File: src/rtl/poli_ctrl_bank_pkg.sv
// Shared types and address-region constants for the POLI control bank.
package POLI_types_pkg;

    typedef enum logic [1:0] {IDLE, APPLY, SETTLE, CAPTURE} poli_state_t;

    localparam int ORIENT_W_DEF = 2;

    typedef struct packed {
        logic                    en;
        logic [ORIENT_W_DEF-1:0] orient;
    } chan_cfg_t;

    // Region bases in units of NCH: config at 0, status at NCH, control word at 2*NCH.
    localparam int CFG_BASE  = 0;
    localparam int STAT_BASE = 1;
    localparam int CTRL_OFS  = 2;

endpackage

File: src/rtl/poli_ctrl_bank_settle_fsm.sv
// Apply/settle/capture sequencer: owns state, settle counter, busy/done and the strobes.
module poli_settle_fsm
    import POLI_types_pkg::*;
#(
    parameter int SETTLE_CYC = 3
) (
    input  logic CLK,
    input  logic nRST,
    input  logic commit,
    output logic busy,
    output logic done,
    output logic apply,
    output logic capture
);

    localparam logic [7:0] SETTLE_LOAD = (SETTLE_CYC == 0) ? 8'd0 : 8'(SETTLE_CYC - 1);

    poli_state_t state_reg, state_next;
    logic [7:0]  cnt_reg, cnt_next;

    always_ff @(posedge CLK or negedge nRST) begin
        if (!nRST) begin
            state_reg <= IDLE;
            cnt_reg   <= '0;
        end else begin
            state_reg <= state_next;
            cnt_reg   <= cnt_next;
        end
    end

    always_comb begin
        state_next = state_reg;
        cnt_next   = cnt_reg;
        busy       = (state_reg != IDLE);
        done       = 1'b0;
        apply      = 1'b0;
        capture    = 1'b0;
        case (state_reg)
            IDLE: begin
                if (commit) state_next = APPLY;
            end
            APPLY: begin
                apply      = 1'b1;
                cnt_next   = SETTLE_LOAD;
                state_next = (SETTLE_CYC == 0) ? CAPTURE : SETTLE;
            end
            SETTLE: begin
                // counter loaded with SETTLE_CYC-1, so the zero check yields SETTLE_CYC cycles
                if (cnt_reg == 8'd0) state_next = CAPTURE;
                else                 cnt_next   = cnt_reg - 8'd1;
            end
            CAPTURE: begin
                done       = 1'b1;
                capture    = 1'b1;
                state_next = IDLE;
            end
            default: state_next = IDLE;
        endcase
    end

endmodule

File: src/rtl/poli_ctrl_bank.sv
// Multi-channel POLI control bank: shadow/active config registers, status capture and bus decode.
module poli_ctrl_bank
    import POLI_types_pkg::*;
#(
    parameter int NCH        = 4,
    parameter int ORIENT_W   = 2,
    parameter int STAT_W     = 4,
    parameter int SETTLE_CYC = 3,
    parameter int ADDR_W     = $clog2(2*NCH+1)
) (
    input  logic                     CLK,
    input  logic                     nRST,
    input  logic                     wen,
    input  logic [ADDR_W-1:0]        addr,
    input  logic [31:0]              wdata,
    output logic [31:0]              rdata,
    input  logic                     commit,
    output logic                     busy,
    output logic                     done,
    output logic                     err,
    output logic [NCH*ORIENT_W-1:0]  orient,
    output logic [NCH-1:0]           chan_en,
    input  logic [NCH*STAT_W-1:0]    status_in,
    output logic [NCH*STAT_W-1:0]    status_q
);

    localparam int CFG_W     = ORIENT_W + 1;
    localparam int STAT_LO   = STAT_BASE * NCH;
    localparam int CTRL_ADDR = CTRL_OFS * NCH;

    logic [CFG_W-1:0]  shadow_reg [NCH];
    logic [CFG_W-1:0]  active_reg [NCH];
    logic [STAT_W-1:0] stat_reg   [NCH];
    logic [NCH-1:0]    cfg_hit;
    logic              apply, capture, ctrl_wr, err_set;

    poli_settle_fsm #(.SETTLE_CYC(SETTLE_CYC)) u_fsm (
        .CLK     (CLK),
        .nRST    (nRST),
        .commit  (commit),
        .busy    (busy),
        .done    (done),
        .apply   (apply),
        .capture (capture)
    );

    genvar gi;
    generate
        for (gi = 0; gi < NCH; gi++) begin : g_chan
            assign cfg_hit[gi] = wen && (addr == ADDR_W'(CFG_BASE + gi));

            always_ff @(posedge CLK or negedge nRST) begin
                if (!nRST) begin
                    shadow_reg[gi] <= '0;
                    active_reg[gi] <= '0;
                    stat_reg[gi]   <= '0;
                end else begin
                    if (cfg_hit[gi] && !busy) shadow_reg[gi] <= wdata[CFG_W-1:0];
                    if (apply)                active_reg[gi] <= shadow_reg[gi];
                    if (capture)
                        stat_reg[gi] <= active_reg[gi][ORIENT_W] ?
                                        status_in[gi*STAT_W +: STAT_W] : '0;
                end
            end

            assign orient[gi*ORIENT_W +: ORIENT_W] = active_reg[gi][ORIENT_W-1:0];
            assign chan_en[gi]                     = active_reg[gi][ORIENT_W];
            assign status_q[gi*STAT_W +: STAT_W]   = stat_reg[gi];
        end
    endgenerate

    assign ctrl_wr = wen && (addr == ADDR_W'(CTRL_ADDR));
    assign err_set = ((|cfg_hit) || commit) && busy;

    // a new error in the same cycle as a clear leaves the flag set
    always_ff @(posedge CLK or negedge nRST) begin
        if (!nRST)                    err <= 1'b0;
        else if (err_set)             err <= 1'b1;
        else if (ctrl_wr && wdata[0]) err <= 1'b0;
    end

    always_comb begin
        rdata = '0;
        for (int i = 0; i < NCH; i++) begin
            if (addr == ADDR_W'(CFG_BASE + i))  rdata = 32'(shadow_reg[i]);
            if (addr == ADDR_W'(STAT_LO + i))   rdata = 32'(stat_reg[i]);
        end
        if (addr == ADDR_W'(CTRL_ADDR)) rdata = {30'b0, err, busy};
    end

endmodule

File: config.mk
export PLATFORM = sky130hd
export DESIGN_NAME = poli_ctrl_bank
export DESIGN_NICKNAME = d
export VERILOG_FILES = /design/src/rtl/poli_ctrl_bank_pkg.sv /design/src/rtl/poli_ctrl_bank_settle_fsm.sv /design/src/rtl/poli_ctrl_bank.sv
export SDC_FILE = /design/constraint.sdc
export NUM_CORES = 1
export LEC_CHECK = 0
export BUFFER_PORTS_ARGS = -buffer_cell sky130_fd_sc_hd__buf_2
export CAP_MARGIN = 15
export CORE_MARGIN = 2
export CORE_UTILIZATION = 50
export CTS_CLUSTER_DIAMETER = 100
export DETAILED_ROUTE_END_ITERATION = 16
export GPL_TIMING_DRIVEN = 0
export PLACE_DENSITY = 0.89
export SLEW_MARGIN = 40
export SYNTH_ARGS = -nofsm -noshare
export SYNTH_HDL_FRONTEND = slang
export SYNTH_HIERARCHICAL = 1
export SYNTH_SLANG_ARGS = --single-unit
File: constraint.sdc
create_clock -name CLK -period 3 [get_ports CLK]
set_input_delay 0.3 -clock CLK [delete_from_list [all_inputs] [get_ports CLK]]
set_output_delay 0.3 -clock CLK [all_outputs]
set_load 0.01 [all_outputs]
==> metrics.csv <==
stage;metric;value;unit
setup_path;endpoint_kind;primary output;
power;power_per_cell_area;897;mW/mm^2
grt;met2_usage;35.3;%
clock_tree;holdBufCountCts;0;
route;drt_iter0_markers;72;
layout;drive_gt1_share;35.0;%
job;cap_viol_max_count;0;
clock_tree;clk_latency;310;ps
synth;ys_seq_area_share;45.8;%
setup_path;crit_type;register to primary output;
clock_tree;cts_root_buf;clkbuf_8;
route;vias_per_cell;5.04;
place;hpwl;4.74;mm
sta;worstMarginPinSlew;632;ps
layout;largest_reg_flops;16;
layout;nNetsFinal;417;
die;dieArea;0.00619;mm^2
clock_tree;cts_sinks;51;
layout;diodes;0;
sta;setup_viol;0;
place;place_area;0.00327;mm^2
synth;ys_types;51;
layout;finalNonFillerCells;429;
clock_tree;clkTransAtPathRegs;100;ps
route;route.detailed.drc;0;
route;firstDrtPassIters;4;
layout;final_cell_area;0.00337;mm^2
synth;synthFlopType;dfrtp_1;
synth;ys_ff_latch;51;
setup_path;crit_arrival;1710;ps
setup_path;critPathMaxFanout;3;
sta;holdWs;-4.57;ps
synth;synth-warning-count;6;
setup_path;r2r_slack;1180;ps
synth;yosysTopAreaCellShare;45.8;%
sta;fin_skew;10.1;ps
synth;synth_area_leaders;dfrtp_1, buf_4, mux2_1, mux2_2, o21ai_0;
clock_tree;cts_tree;yes;
die;num_rows;27;
power;ir_drop;0.502;mV
clock_tree;cts_inserted_buffers;5;
place;dpl.cell_count;421;
clock_tree;cts_setup_buffers;0;
clock_tree;cts_resized;0;
die;fp.dieW;78.7;um
grt;grt-ovfl-total;0;
sta;maxSlewViolCount;0;
power;finalPower;0.00302;W
sta;fmax;497;MHz
route;vias;2163;
clock_tree;htreeDepth;2;
synth;avgSynthCellArea;10.6;um^2
die;io_pins;119;
die;coreArea;0.00544;mm^2
grt;antenna_found_initial;0;
die;start_util;51.2;%
synth;synthTopCellsByCount;dfrtp_1, buf_4, inv_1;
clock_tree;ctsLongestPathBuffers;2;
sta;rsz0062_at_grt;false;
grt;grt_util_met3;4.71;%
status;violations;hold timing;
sta;finalCritPeriodShare;67.0;%
synth;synthCells;264;
synth;synth.most_common_cell;dfrtp_1;
place;place.gp.congestion;0.926;
hold_path;hold_path_class;input pin to asynchronous set/reset pin;
sta;tns;0;ps
grt;grt_max_degree;52;
sta;finalCriticalPeriod;2010;ps
place;numPortBuffers;58;
power;p_leak;1.75;nW
sta;max_slew_margin;57.9;%
setup_path;start_kind;register;
status;status;finished with violations;
die;die_y;78.7;um
route;wl_per_cell;14.2;um
route;antenna_left;0;
setup_path;crit_required;2700;ps
synth;async_flop_share;100;%
synth;synthesis.area;0.00279;mm^2
grt;grt_use_total;20.7;%
sta;hold_viol;2;
grt;grt_pass1_vias;2086;
synth;synth_top_area_cell;dfrtp_1;
layout;areaGrowthSynthToFinish;20.8;%
synth;synth_edf_count;0;
grt;grt_pass1_wl;10.1;mm
grt;busiest_layer;met2;
grt;use_met1;26.7;%
route;wirelength;6.08;mm
[metrics by stage]
| step | setup slack, ps | util, % |
|---|---|---|
| 2_1_floorplan | 1350 | - |
| 3_3_place_gp | 1180 | 60.1 |
| 3_5_place_dp | 1170 | 60.1 |
| 4_1_cts | 983 | 61.9 |
| 5_1_grt | 872 | 61.9 |
| 6_report | 989 | 61.9 |
[cells in the final DEF, fill, tap and decap left out, types with 6 or more instances in the layout]
cell type	netlist	final
a21oi_1	6	6
buf_2	3	60
buf_4	31	32
conb_1	1	28
dfrtp_1	51	51
inv_1	23	23
mux2_1	13	13
mux2_2	12	12
nand2_1	10	10
nand3_1	21	21
nor2_1	9	9
o21ai_0	22	22
[logic make-up (layout without fill, tap and decap cells)]
group | after synthesis | after routing | share of synthesized area [%]
buf+inv | 63 | 129 | 13.1
fa+ha+maj | 5 | 5 | 2.25
compound gates | 43 | 43 | 9.61
flops | 51 | 51 | 45.8
other cells | 1 | 28 | 0.135
mux | 33 | 33 | 14.3
simple gates | 68 | 68 | 14.8
[where the power goes]
group          switching [W]  internal [W]  total, W
registers           0.000308       0.00101   0.00131
logic               0.000676      0.000612   0.00129
clock network       0.000248      0.000172  0.000419
[area by class of cell]
| cell class | instances | area (um^2) |
|---|---|---|
| buffer | 40 | 278 |
| multi-input combinational | 177 | 1250 |
| tap | 72 | 90.1 |
| sequential | 51 | 1280 |
| clock buffer | 5 | 68.8 |
| fill | 451 | 2070 |
| clock inverter | 3 | 27.5 |
| timing repair buffer | 58 | 293 |
| inverter | 23 | 86.3 |
[worst paths after layout]
| kind | from | to | cells after the start |
|---|---|---|---|
| setup reg to reg | u_fsm/state_reg[0]$_DFFE_PN0P_ | shadow_reg[2]$_DFFE_PN0P_ | 6 |
| min in group CLK | status_in[11] | status_q[11]$_DFFE_PN0P_ | 3 |
| hold reg to reg | orient[3]$_DFFE_PN0P_ | orient[3]$_DFFE_PN0P_ | 1 |
| hold / removal | nRST | u_fsm/state_reg[1]$_DFFE_PN0P_ | 1 |
| max in group asynchronous | nRST | chan_en[0]$_DFFE_PN0P_ | 1 |
| setup / recovery | shadow_reg[7]$_DFFE_PN0P_ | rdata[1] | 5 |
[worst max-delay path, stage by stage, from the launching register on]
cell       delay [ps]
dfrtp_1           420
mux2i_1           180
o21ai_1            80
a2111oi_1         450
a221oi_2          110
buf_2             160
[metal layers]
| layer | routed length (um) | vias to the layer above |
|---|---|---|
| li1 | - | 1043 |
| met1 | 2640 | 1031 |
| met2 | 3030 | 79 |
| met3 | 342 | 10 |
| met4 | 73 | 0 |
| met5 | 0 | - |
(Power assumes the default switching activity.)
